`src/rtl/eth_rx_frame_buffer_pkg.sv`:
```
// Shared types and constants for the Ethernet receive frame buffer.
package eth_rx_buf_pkg;

    localparam int unsigned ETH_ADDR_LEN   = 6;
    localparam logic [47:0] BCAST_ADDR     = 48'hFFFF_FFFF_FFFF;
    // A frame must carry at least one byte past the destination address
    localparam int unsigned RUNT_MIN_BYTES = ETH_ADDR_LEN + 1;

    typedef enum logic [1:0] {
        ST_IDLE,
        ST_HDR,
        ST_BODY,
        ST_DROP
    } rx_state_t;

    // One beat of the byte-wide receive stream
    typedef struct packed {
        logic [7:0] tdata;
        logic       tlast;
        logic       tuser;
    } rx_beat_t;

endpackage

```
`src/rtl/eth_rx_frame_buffer_if.sv`:
```
// Byte-wide receive stream from the MAC FIFO (no backpressure).
interface eth_rx_frame_buffer_if;
    import eth_rx_buf_pkg::*;

    rx_beat_t beat;
    logic     tvalid;

    modport master (output beat, output tvalid);
    modport slave  (input  beat, input  tvalid);

endinterface

```
`src/rtl/eth_rx_frame_buffer_dest_filter.sv`:
```
// Byte-serial comparator for the 6-byte destination MAC address.
module eth_rx_dest_filter
    import eth_rx_buf_pkg::*;
(
    input  logic        clk,
    input  logic        rst_n,
    input  logic        i_valid,
    input  logic [2:0]  i_idx,
    input  logic [7:0]  i_data,
    input  logic [47:0] i_mac,
    output logic        o_match_c,
    output logic        o_bcast_c,
    output logic        o_mcast_c,
    output logic        o_done_c
);

    logic       r_match;
    logic       r_bcast;
    logic       r_mcast;
    logic [7:0] w_mac_byte;
    logic [7:0] w_bc_byte;
    logic       w_first;

    // Pick the reference bytes for the current header position
    always_comb begin
        w_mac_byte = '0;
        w_bc_byte  = '0;
        for (int k = 0; k < ETH_ADDR_LEN; k++) begin
            if (i_idx == 3'(k)) begin
                w_mac_byte = i_mac[8*(ETH_ADDR_LEN-1-k) +: 8];
                w_bc_byte  = BCAST_ADDR[8*(ETH_ADDR_LEN-1-k) +: 8];
            end
        end
    end

    assign w_first   = (i_idx == 3'd0);
    assign o_match_c = (w_first | r_match) & (i_data == w_mac_byte);
    assign o_bcast_c = (w_first | r_bcast) & (i_data == w_bc_byte);
    assign o_mcast_c = w_first ? i_data[0] : r_mcast;
    assign o_done_c  = i_valid & (i_idx == 3'(ETH_ADDR_LEN - 1));

    // Accumulate per-byte comparison results across the address
    always_ff @(posedge clk or negedge rst_n) begin
        if (!rst_n) begin
            r_match <= 1'b0;
            r_bcast <= 1'b0;
            r_mcast <= 1'b0;
        end else if (i_valid) begin
            r_match <= o_match_c;
            r_bcast <= o_bcast_c;
            r_mcast <= o_mcast_c;
        end
    end

endmodule

```
`src/rtl/eth_rx_frame_buffer.sv`:
```
// Filters received frames by destination, packs them into a ping-pong packet RAM
// and publishes per-slot status for software.
module eth_rx_frame_buffer
    import eth_rx_buf_pkg::*;
#(
    parameter int unsigned BUF_ADDR_WIDTH = 9,
    parameter int unsigned LEN_WIDTH      = 12
) (
    input  logic                      clk,
    input  logic                      rst_n,
    eth_rx_frame_buffer_if.slave      i_rx,
    input  logic [47:0]               i_mac_addr,
    input  logic                      i_promisc,
    output logic                      o_buf_wr_en,
    output logic [BUF_ADDR_WIDTH:0]   o_buf_wr_addr,
    output logic [31:0]               o_buf_wr_data,
    output logic [3:0]                o_buf_wr_be,
    input  logic [1:0]                i_buf_release,
    output logic [1:0]                o_buf_full,
    output logic                      o_frame_done,
    output logic                      o_frame_slot,
    output logic [LEN_WIDTH-1:0]      o_frame_len,
    output logic [15:0]               o_drop_count
);

    localparam int unsigned SLOT_BYTES = 1 << (BUF_ADDR_WIDTH + 2);

    rx_state_t                 r_state, w_state_nxt;
    logic [LEN_WIDTH-1:0]      r_cnt, w_cnt_nxt, w_pos;
    logic [1:0]                w_lane;
    logic [BUF_ADDR_WIDTH-1:0] w_word_idx;
    logic [31:0]               r_word, w_word;
    logic [3:0]                w_be;
    logic                      r_slot, w_slot_nxt, r_next_slot;
    logic                      r_err, w_err_nxt, w_err_now;
    logic [1:0]                r_full, w_full_eff;
    logic                      w_pref, w_accept;
    logic                      w_store, w_wr, w_drop_inc, w_commit, r_commit_pend;
    logic                      w_match, w_bcast, w_mcast, w_hdr_done;

    logic                      r_wr_en;
    logic [BUF_ADDR_WIDTH:0]   r_wr_addr;
    logic [31:0]               r_wr_data;
    logic [3:0]                r_wr_be;
    logic                      r_frame_done;
    logic                      r_frame_slot;
    logic [LEN_WIDTH-1:0]      r_frame_len;
    logic [15:0]               r_drop_count;

    assign w_pos      = (r_state == ST_IDLE) ? '0 : r_cnt;
    assign w_lane     = w_pos[1:0];
    assign w_word_idx = w_pos[BUF_ADDR_WIDTH+1:2];
    assign w_be       = i_rx.beat.tlast ? 4'(4'hF >> (2'd3 - w_lane)) : 4'hF;
    assign w_err_now  = r_err | i_rx.beat.tuser;

    // A frame awaiting commit already owns its slot for the next slot decision
    assign w_full_eff = r_full | (r_commit_pend ? 2'(2'b01 << r_slot) : 2'b00);
    assign w_pref     = r_commit_pend ? ~r_slot : r_next_slot;
    assign w_accept   = i_promisc | w_bcast | (w_match & ~w_mcast);

    eth_rx_dest_filter u_filter (
        .clk       (clk),
        .rst_n     (rst_n),
        .i_valid   (i_rx.tvalid & ((r_state == ST_IDLE) | (r_state == ST_HDR))),
        .i_idx     (w_pos[2:0]),
        .i_data    (i_rx.beat.tdata),
        .i_mac     (i_mac_addr),
        .o_match_c (w_match),
        .o_bcast_c (w_bcast),
        .o_mcast_c (w_mcast),
        .o_done_c  (w_hdr_done)
    );

    // Merge the incoming byte into its little-endian lane
    always_comb begin
        w_word = r_word;
        w_word[8*w_lane +: 8] = i_rx.beat.tdata;
    end

    // State register
    always_ff @(posedge clk or negedge rst_n) begin
        if (!rst_n) r_state <= ST_IDLE;
        else        r_state <= w_state_nxt;
    end

    // Next-state, slot choice, write/commit/drop decisions
    always_comb begin
        w_state_nxt = r_state;
        w_cnt_nxt   = r_cnt;
        w_slot_nxt  = r_slot;
        w_err_nxt   = r_err;
        w_store     = 1'b0;
        w_wr        = 1'b0;
        w_drop_inc  = 1'b0;
        w_commit    = 1'b0;
        if (i_rx.tvalid) begin
            w_cnt_nxt = w_pos + LEN_WIDTH'(1);
            w_err_nxt = w_err_now;
            case (r_state)
                ST_IDLE: begin
                    w_err_nxt = i_rx.beat.tuser;
                    w_store   = 1'b1;
                    if (i_rx.beat.tlast) begin
                        w_drop_inc = 1'b1;
                    end else if (!w_full_eff[w_pref]) begin
                        w_slot_nxt  = w_pref;
                        w_state_nxt = ST_HDR;
                    end else if (!w_full_eff[~w_pref]) begin
                        w_slot_nxt  = ~w_pref;
                        w_state_nxt = ST_HDR;
                    end else begin
                        w_state_nxt = ST_DROP;
                    end
                end
                ST_HDR: begin
                    w_store = 1'b1;
                    if (i_rx.beat.tlast) begin
                        w_drop_inc  = 1'b1;
                        w_state_nxt = ST_IDLE;
                    end else begin
                        w_wr = (w_lane == 2'd3);
                        if (w_hdr_done) w_state_nxt = w_accept ? ST_BODY : ST_DROP;
                    end
                end
                ST_BODY: begin
                    w_store = 1'b1;
                    w_wr    = (w_lane == 2'd3) | i_rx.beat.tlast;
                    if (i_rx.beat.tlast) begin
                        w_state_nxt = ST_IDLE;
                        if (w_err_now) w_drop_inc = 1'b1;
                        else           w_commit   = 1'b1;
                    end else if (w_pos == LEN_WIDTH'(SLOT_BYTES - 1)) begin
                        w_state_nxt = ST_DROP;
                    end
                end
                ST_DROP: begin
                    if (i_rx.beat.tlast) begin
                        w_drop_inc  = 1'b1;
                        w_state_nxt = ST_IDLE;
                    end
                end
                default: w_state_nxt = ST_IDLE;
            endcase
        end
    end

    // Frame datapath and RAM write port
    always_ff @(posedge clk or negedge rst_n) begin
        if (!rst_n) begin
            r_cnt     <= '0;
            r_slot    <= 1'b0;
            r_err     <= 1'b0;
            r_word    <= '0;
            r_wr_en   <= 1'b0;
            r_wr_addr <= '0;
            r_wr_data <= '0;
            r_wr_be   <= '0;
        end else begin
            r_cnt   <= w_cnt_nxt;
            r_slot  <= w_slot_nxt;
            r_err   <= w_err_nxt;
            r_wr_en <= w_wr;
            if (w_store) r_word <= w_word;
            if (w_wr) begin
                r_wr_addr <= {r_slot, w_word_idx};
                r_wr_data <= w_word;
                r_wr_be   <= w_be;
            end
        end
    end

    // Commit one cycle after the final write, slot ownership, drop counter
    always_ff @(posedge clk or negedge rst_n) begin
        if (!rst_n) begin
            r_commit_pend <= 1'b0;
            r_frame_done  <= 1'b0;
            r_frame_slot  <= 1'b0;
            r_frame_len   <= '0;
            r_next_slot   <= 1'b0;
            r_full        <= '0;
            r_drop_count  <= '0;
        end else begin
            r_commit_pend <= w_commit;
            r_frame_done  <= r_commit_pend;
            r_full        <= (r_full & ~i_buf_release) |
                             (r_commit_pend ? 2'(2'b01 << r_slot) : 2'b00);
            if (r_commit_pend) begin
                r_frame_slot <= r_slot;
                r_frame_len  <= r_cnt;
                r_next_slot  <= ~r_slot;
            end
            if (w_drop_inc && (r_drop_count != 16'hFFFF)) r_drop_count <= r_drop_count + 16'd1;
        end
    end

    assign o_buf_wr_en   = r_wr_en;
    assign o_buf_wr_addr = r_wr_addr;
    assign o_buf_wr_data = r_wr_data;
    assign o_buf_wr_be   = r_wr_be;
    assign o_buf_full    = r_full;
    assign o_frame_done  = r_frame_done;
    assign o_frame_slot  = r_frame_slot;
    assign o_frame_len   = r_frame_len;
    assign o_drop_count  = r_drop_count;

endmodule

```
`src/flat_wrapper.sv`:
```
// flat-port wrapper written by rule: the top's interface ports become plain ports
module eth_rx_frame_buffer_flat import eth_rx_buf_pkg::*;
#(
    parameter int unsigned BUF_ADDR_WIDTH = 9,
    parameter int unsigned LEN_WIDTH      = 12
)
  (clk, rst_n, i_mac_addr, i_promisc, o_buf_wr_en, o_buf_wr_addr, o_buf_wr_data, o_buf_wr_be, i_buf_release, o_buf_full, o_frame_done, o_frame_slot, o_frame_len, o_drop_count, i_rx_beat, i_rx_tvalid);
  eth_rx_frame_buffer_if i_rx_i ();
  input  logic clk;
  input  logic rst_n;
  input  logic [47:0] i_mac_addr;
  input  logic i_promisc;
  output logic o_buf_wr_en;
  output logic [BUF_ADDR_WIDTH:0] o_buf_wr_addr;
  output logic [31:0] o_buf_wr_data;
  output logic [3:0] o_buf_wr_be;
  input  logic [1:0] i_buf_release;
  output logic [1:0] o_buf_full;
  output logic o_frame_done;
  output logic o_frame_slot;
  output logic [LEN_WIDTH-1:0] o_frame_len;
  output logic [15:0] o_drop_count;
  input wire logic [$bits(i_rx_i.beat)-1:0] i_rx_beat;
  input wire logic [$bits(i_rx_i.tvalid)-1:0] i_rx_tvalid;
  assign i_rx_i.beat = i_rx_beat;
  assign i_rx_i.tvalid = i_rx_tvalid;
  eth_rx_frame_buffer #(.BUF_ADDR_WIDTH(BUF_ADDR_WIDTH), .LEN_WIDTH(LEN_WIDTH)) u_core (.clk(clk), .rst_n(rst_n), .i_rx(i_rx_i), .i_mac_addr(i_mac_addr), .i_promisc(i_promisc), .o_buf_wr_en(o_buf_wr_en), .o_buf_wr_addr(o_buf_wr_addr), .o_buf_wr_data(o_buf_wr_data), .o_buf_wr_be(o_buf_wr_be), .i_buf_release(i_buf_release), .o_buf_full(o_buf_full), .o_frame_done(o_frame_done), .o_frame_slot(o_frame_slot), .o_frame_len(o_frame_len), .o_drop_count(o_drop_count));
endmodule
```
`config.mk`:
```
export PLATFORM = sky130hd
export DESIGN_NAME = eth_rx_frame_buffer_flat
export DESIGN_NICKNAME = d
export VERILOG_FILES = /design/src/rtl/eth_rx_frame_buffer_pkg.sv /design/src/rtl/eth_rx_frame_buffer_if.sv /design/src/rtl/eth_rx_frame_buffer_dest_filter.sv /design/src/rtl/eth_rx_frame_buffer.sv /design/src/flat_wrapper.sv
export SDC_FILE = /design/constraint.sdc
export NUM_CORES = 1
export LEC_CHECK = 0
export ABC_AREA = 1
export BUFFER_PORTS_ARGS = -buffer_cell sky130_fd_sc_hd__buf_2
export CAP_MARGIN = 30
export CORE_MARGIN = 1.5
export CORE_UTILIZATION = 44
export CTS_CLUSTER_SIZE = 20
export DETAILED_ROUTE_END_ITERATION = 10
export PLACE_DENSITY_LB_ADDON = 0.3
export RECOVER_POWER = 100
export SKIP_CTS_REPAIR_TIMING = 1
export SYNTH_ARGS = -nofsm -noshare
export SYNTH_HDL_FRONTEND = slang
export SYNTH_HIERARCHICAL = 1
export SYNTH_SLANG_ARGS = --single-unit
```
`constraint.sdc`:
```
create_clock -name clk -period 7.5 [get_ports clk]
set_input_delay 0.375 -clock clk [delete_from_list [all_inputs] [get_ports clk]]
set_output_delay 0.375 -clock clk [all_outputs]
set_load 0.05 [all_outputs]
```
==> metrics, run 1 <==
final hold viol count=0; CP startpoint kind=flip-flop; Post-synth ARST share=100%; post-synthesis cell type count=46; core outline area=0.0153 mm2; Final Cycle Share=54.5%; Yosys warnings=6; Clock Path Buffers=2; Final TNS setup=0 ps; Critical Path Fanout Max=11; number of DRC markers in iteration 0=485; clock root buffer=clkbuf_16; Final Setup Violations=0; area delta synth->final=19.4%; fin nets=1126; Vias per Instance=5.01; mapped cell area=0.00697 mm2; Mapped Avg Cell Area=7.62 um2; Clock Latency Late Sink=420 ps; MaxCap Viol Count=1; cells along the critical path=inv_1 > ha_1 > clkinvlp_2 > nand2_1 > inv_1 > inv_1 > nand2_1 > nor2_1 > nand2_1 > nand3_1 > o21ai_0 > nand3_1 > nand2_1 > nand2_1 > nand2_1 > nor2_1 > and2_0 > inv_1 > o21ai_0 > nand2_1 > nand3_1 > nand2_1; Pins Over Slew Limit=65; CP required=7810 ps; initial antenna violation count=0; TritonCTS clock tree=built; placer's final routability congestion estimate=0.906; utilization after layout=54.3%; Post-synth EDFFs=0; die height=129 um; drt pass-1 iters=5; largest net degree at the start of global routing=70; Post-synth top flop=dfrtp_1; failing checks=capacitance limit, slew limit; Max VDD drop=0.265 mV; Worst-path clk slew=50 ps; die area=0.0166 mm2; Initial Utilization=45.5%; via count=6384; WP data arrival=4390 ps; post-synthesis sequential area ratio=47.4%; Max stage delay on crit path=500 ps; static leakage=4.18 nW; Setup crit end kind=flip-flop; gr usage total=22.9%; fraction of layout cells with a size suffix above 1=11.2%; hpwl dp=13000 um; Worst path most repeated cell=nand2_1; instance count of the mapped netlist=915; most frequent cells in the layout=344 x nand2_1, 132 x dfrtp_1, 102 x inv_1; I/O pin cnt=143; Max Freq=245 MHz; # rows=45; reg2reg setup slack=3410 ps; #FFs+latches synth=132; Die Wd=129 um; pwr dens=428 mW/mm2; vias in the first global route=5930; RSZ-0062 raised after global routing=no; Inst Count DP=1242; relative max-transition margin=-134%; number of port buffers=142; commonest non-fill, non-tap cell in the layout=nand2_1; slowest library cell on the worst path=clkinvlp_2; status=finished, violations left; post-layout min period=4090 ps; CP Class=flip-flop to flip-flop; first-pass GRT wire length=29600 um; Worst Hold Class=input port to flip-flop; clock sink total=132; ANT nets after route=0; gr ovfl total=0; Setup WS pre-CTS=4110 ps; DRT Wirelength=18400 um; final worst slack=3410 ps; Non-Filler Instances=1274; Residual DRC=0; H-Tree Depth=4; # diodes=0; DR WL/cell=14.5 um; Least-Margin Pin Slew=3510 ps; clk_skew=8.11 ps; net count after synthesis=990; Num CTS Buffers=17
stage by stage:
stage / hold WS, ps / area (um2) / power (W)
global placement: 399 / 7800 / 0.00265
detailed placement: 410 / 7800 / 0.00267
CTS: -35.7 / 8470 / 0.00362
global route: 118 / 8320 / 0.00379
finish: 126 / 8320 / 0.00356
floorplan: 79.4 / 6970 / 0.00230
routing by layer:
layer	routed length (um)	global-route usage, %	vias up
li1	-	-	3182
met1	8640	31.2	2969
met2	8300	36.4	216
met3	1260	5.16	17
met4	215	7.27	0
met5	0	0	-
flip-flops by register name, indices dropped and copies added (netlist names):
register,cells
u_core/o_drop_count,16
u_core/r_word,32
u_core/o_buf_wr_en,1
u_core/o_frame_slot,1
u_core/r_state,2
u_core/o_buf_wr_be,4
u_core/o_buf_wr_data,32
u_core/r_err,1
u_core/r_slot,1
u_core/o_frame_len,12
u_core/r_next_slot,1
u_core/o_buf_full,2
u_core/u_filter/r_mcast,1
u_core/u_filter/r_match,1
u_core/o_buf_wr_addr,10
u_core/o_frame_done,1
u_core/u_filter/r_bcast,1
u_core/r_cnt,12
u_core/r_commit_pend,1
power breakdown:
part	switching, W	leakage, nW	internal (W)
Combinational	0.00119	2.08	0.000364
Sequential	0.000126	1.78	0.000934
Clock	0.000302	0.323	0.000637
worst paths after layout:
path / from / to / cells past startpoint
max: u_core/r_state[0] / u_core/r_state[0] / 22
min: i_rx_beat[0] / u_core/r_commit_pend / 2
max reg2reg: u_core/r_state[0] / u_core/r_state[0] / 22
min reg2reg: u_core/r_err / u_core/r_commit_pend / 1
max in group asynchronous: rst_n / u_core/r_word[20] / 3
min in group asynchronous: rst_n / u_core/o_drop_count[3] / 2
logic make-up (layout without fill, tap and decap cells):
logic type / after synthesis / in the layout / synth area share [%]
flip-flops: 132 / 132 / 47.4
multiplexers: 2 / 2 / 0.323
buffers and inverters: 136 / 284 / 8.26
XOR/XNOR: 13 / 13 / 1.63
AND/OR/NAND/NOR: 495 / 495 / 30.2
AO/OA/AOI/OAI: 126 / 126 / 10.2
adder cells (fa/ha/maj): 11 / 11 / 1.98
area by class of cell:
type	instances	area, um2
Inverter	107	405
Timing Repair Buffer	146	643
Clock buffer	21	460
Clock inverter	10	203
Tap cell	211	264
Multi-Input combinational cell	647	3040
Fill cell	1494	7000
Sequential cell	132	3300
critical path, delay by kind of cell, from the launching register on:
kind,cells,cell delay [ps]
compound gates,2,240
fa+ha+maj,1,420
buf+inv,5,1080
flops,1,410
simple gates,14,1820
synthesized netlist by cell type (2+ instances only):
library cell | number | area share, %
o31ai_1 | 4 | 0.43
nand3_2 | 3 | 0.43
o211ai_1 | 2 | 0.22
or2_1 | 3 | 0.27
inv_2 | 5 | 0.27
nand2_2 | 5 | 0.45
a31oi_1 | 3 | 0.27
buf_6 | 3 | 0.48
o21a_1 | 2 | 0.22
nor2_1 | 59 | 3.2
nor3_1 | 2 | 0.14
nand2_4 | 3 | 0.48
dfrtp_1 | 132 | 47
nor2_2 | 5 | 0.45
o21ai_0 | 67 | 4.8
nand4_1 | 10 | 0.90
or2_2 | 3 | 0.27
or2_0 | 4 | 0.36
mux2_2 | 2 | 0.32
nand3_1 | 45 | 3.2
o22ai_1 | 26 | 2.3
nor2_4 | 3 | 0.48
xor2_1 | 6 | 0.75
ha_1 | 11 | 2.0
inv_1 | 100 | 5.4
a21oi_1 | 17 | 1.2
nand2_1 | 341 | 18
buf_2 | 13 | 0.93
buf_4 | 2 | 0.22
nor4_1 | 4 | 0.36
xnor2_1 | 7 | 0.88
clkbuf_1 | 9 | 0.48
(Power assumes the default switching activity.)
==> inputs of run 2 (changes only) <==
- clock period: 7.5 -> 3.8 ns (I/O delays scaled with it)
==> run 2 against run 1 <==
Effect of this change: the run ends with hold timing, capacitance limit, slew limit left; clock skew about the same; core utilization fell by 0.26 points; first-iteration DRC count increased by 2.3%; die area unchanged; clock power rose by 68%; design area decreased by 0.48%; non-clock buffer count grew 5.
==> metrics, run 2 (synthesized netlist as in run 1, its figures left out) <==
Initial Utilization=45.5% (unchanged); Worst path most repeated cell=nand2_1; met3 Usage GRT=5.20% (+0.042 points); DR WL/cell=14.2 um (-1.9%); I/O pin cnt=143 (unchanged); gr usage total=22.4% (-0.44 points); Setup WS pre-CTS=411 ps (-3700 ps); global-route layer with the greatest usage=met2; pwr dens=819 mW/mm2 (+92%); fraction of layout cells with a size suffix above 1=11.8% (+0.60 points); number of port buffers=142 (unchanged); Clock Path Buffers=2 (unchanged); die height=129 um (unchanged); final hold viol count=1 (+1); Clock Latency Late Sink=420 ps (about the same); Critical Path Fanout Max=11 (unchanged); worst hold endpoint=u_core/o_buf_full[1]; fillers=1519 (+1.7%); # rows=45 (unchanged); Hold Worst Slack=-12.6 ps (-139 ps); Worst-path clk slew=50 ps (about the same); via count=6411 (+0.42%); fin nets=1131 (+0.44%); CP Class=flip-flop to flip-flop; post-layout min period=3310 ps (-772 ps); core outline area=0.0153 mm2 (unchanged); ANT nets after route=0 (unchanged); number of DRC markers in iteration 0=496 (+2.3%); Die Wd=129 um (unchanged); RSZ-0062 raised after global routing=no; Final Power=0.00678 W (+91%); area delta synth->final=18.8%; reg2reg setup slack=490 ps (-2930 ps); Vias per Instance=5.01 (about the same); Max VDD drop=0.487 mV (+84%); cells on worst reg2reg path=22 (unchanged); clock sink total=132 (unchanged); Final Cycle Share=87.2% (+33 points); DRT Wirelength=18100 um (-1.5%); drt pass-1 iters=5 (unchanged); failing checks=hold timing, capacitance limit, slew limit; status=finished, violations left; Worst R2R End=u_core/r_state[0]; gr ovfl total=0 (unchanged); static leakage=4.16 nW (-0.49%); slowest library cell on the worst path=nor2_1; largest net degree at the start of global routing=87 (+24%); initial antenna violation count=0 (unchanged); Num CTS Buffers=17 (unchanged); Least-Margin Pin Slew=2170 ps (-1350 ps); CP required=4110 ps (-3700 ps); first-pass GRT wire length=29100 um (-1.8%); hold depth=2 (unchanged); met2 usage=33.7% (-2.7 points); MaxCap Viol Count=1 (unchanged); # diodes=0 (unchanged); WP data arrival=3630 ps (-760 ps); H-Tree Depth=4 (unchanged); CP startpoint kind=flip-flop; TritonCTS clock tree=built; Max Freq=302 MHz (+23%); clock root buffer=clkbuf_16; vias in the first global route=5869 (-1.0%); relative max-transition margin=-44.5% (+90 points); cells along the critical path=inv_1 > ha_2 > inv_6 > nand2_4 > inv_1 > inv_1 > nand2_1 > nor2_1 > nand2_1 > nand3_1 > nand2_1 > nand3_1 > nand3_1 > nand2_1 > nand2_1 > nor2_1 > and2_0 > inv_1 > o21ai_0 > nand2_1 > nand3_1 > nand2_1; most frequent cells in the layout=344 x nand2_1, 132 x dfrtp_1, 101 x inv_1; utilization after layout=54.1% (-0.26 points); Final Setup Violations=0 (unchanged); Worst Hold Class=input port to flip-flop; met1 Track Usage GR=31.7% (+0.54 points); Final TNS setup=0 ps (unchanged); Setup crit end kind=flip-flop; final worst slack=485 ps (-2930 ps); commonest non-fill, non-tap cell in the layout=nand2_1; Residual DRC=0 (unchanged); die area=0.0166 mm2 (unchanged); Max stage delay on crit path=430 ps (-70 ps); hpwl dp=12900 um (-1.0%); Worst Hold Launch=i_buf_release[1]; clk_skew=8.11 ps (-0.000920 ps); placer's final routability congestion estimate=0.857 (-5.4%); Pins Over Slew Limit=87 (+34%); RR Startpoint=u_core/r_state[0]
[run 2: worst max-delay path, delay by kind of cell, from the launching register on]
kind            cells  cell delay [ps]
fa+ha+maj           1              360
simple gates       15             1650
flops               1              410
compound gates      1              150
buf+inv             5              620
[run 2: layout make-up]
cell class,instances,area (um2),area share (%)
Tap cell,211,264,3.19
Timing Repair Buffer,151,677,8.18
Inverter,107,409,4.94
Multi-Input combinational cell,647,3050,36.9
Clock inverter,9,77.6,0.937
Clock buffer,22,494,5.97
Sequential cell,132,3300,39.9
[run 2: per-layer routing]
metal  share of wire (%)  wire length [um]  up-vias
met5                   0                 0        -
met4                 1.9               341        0
met3                 6.2              1120       23
met2                  44              8060      219
met1                  47              8610     2975
li1                    -                 -     3194
[run 2: power by group]
| group | switching, W | total (W) | internal (W) |
|---|---|---|---|
| Sequential | 0.000249 | 0.00209 | 0.00184 |
| Clock | 0.000606 | 0.00158 | 0.000975 |
| Combinational | 0.00237 | 0.00311 | 0.000735 |
[run 2: worst max path at each step]
stage	startpoint	endpoint	cells past startpoint
2_1_floorplan	u_core/r_state[0]	u_core/r_state[0]	27
6_report	u_core/r_state[0]	u_core/r_state[0]	22
5_1_grt	u_core/r_state[0]	u_core/r_state[0]	22
4_1_cts	u_core/r_state[0]	u_core/r_state[0]	22
3_5_place_dp	u_core/r_state[0]	u_core/r_state[0]	22
3_3_place_gp	u_core/r_state[0]	u_core/r_state[0]	22
[run 2: per-stage QoR]
step | cell area, um2 | hold slack, ps | cells
floorplan | 6970 | -106 | 915
global placement | 7830 | 308 | 1245
detailed placement | 7830 | 311 | 1245
CTS | 8400 | -137 | 1276
global route | 8280 | 2.52 | 1279
finish | 8280 | -12.6 | 1279
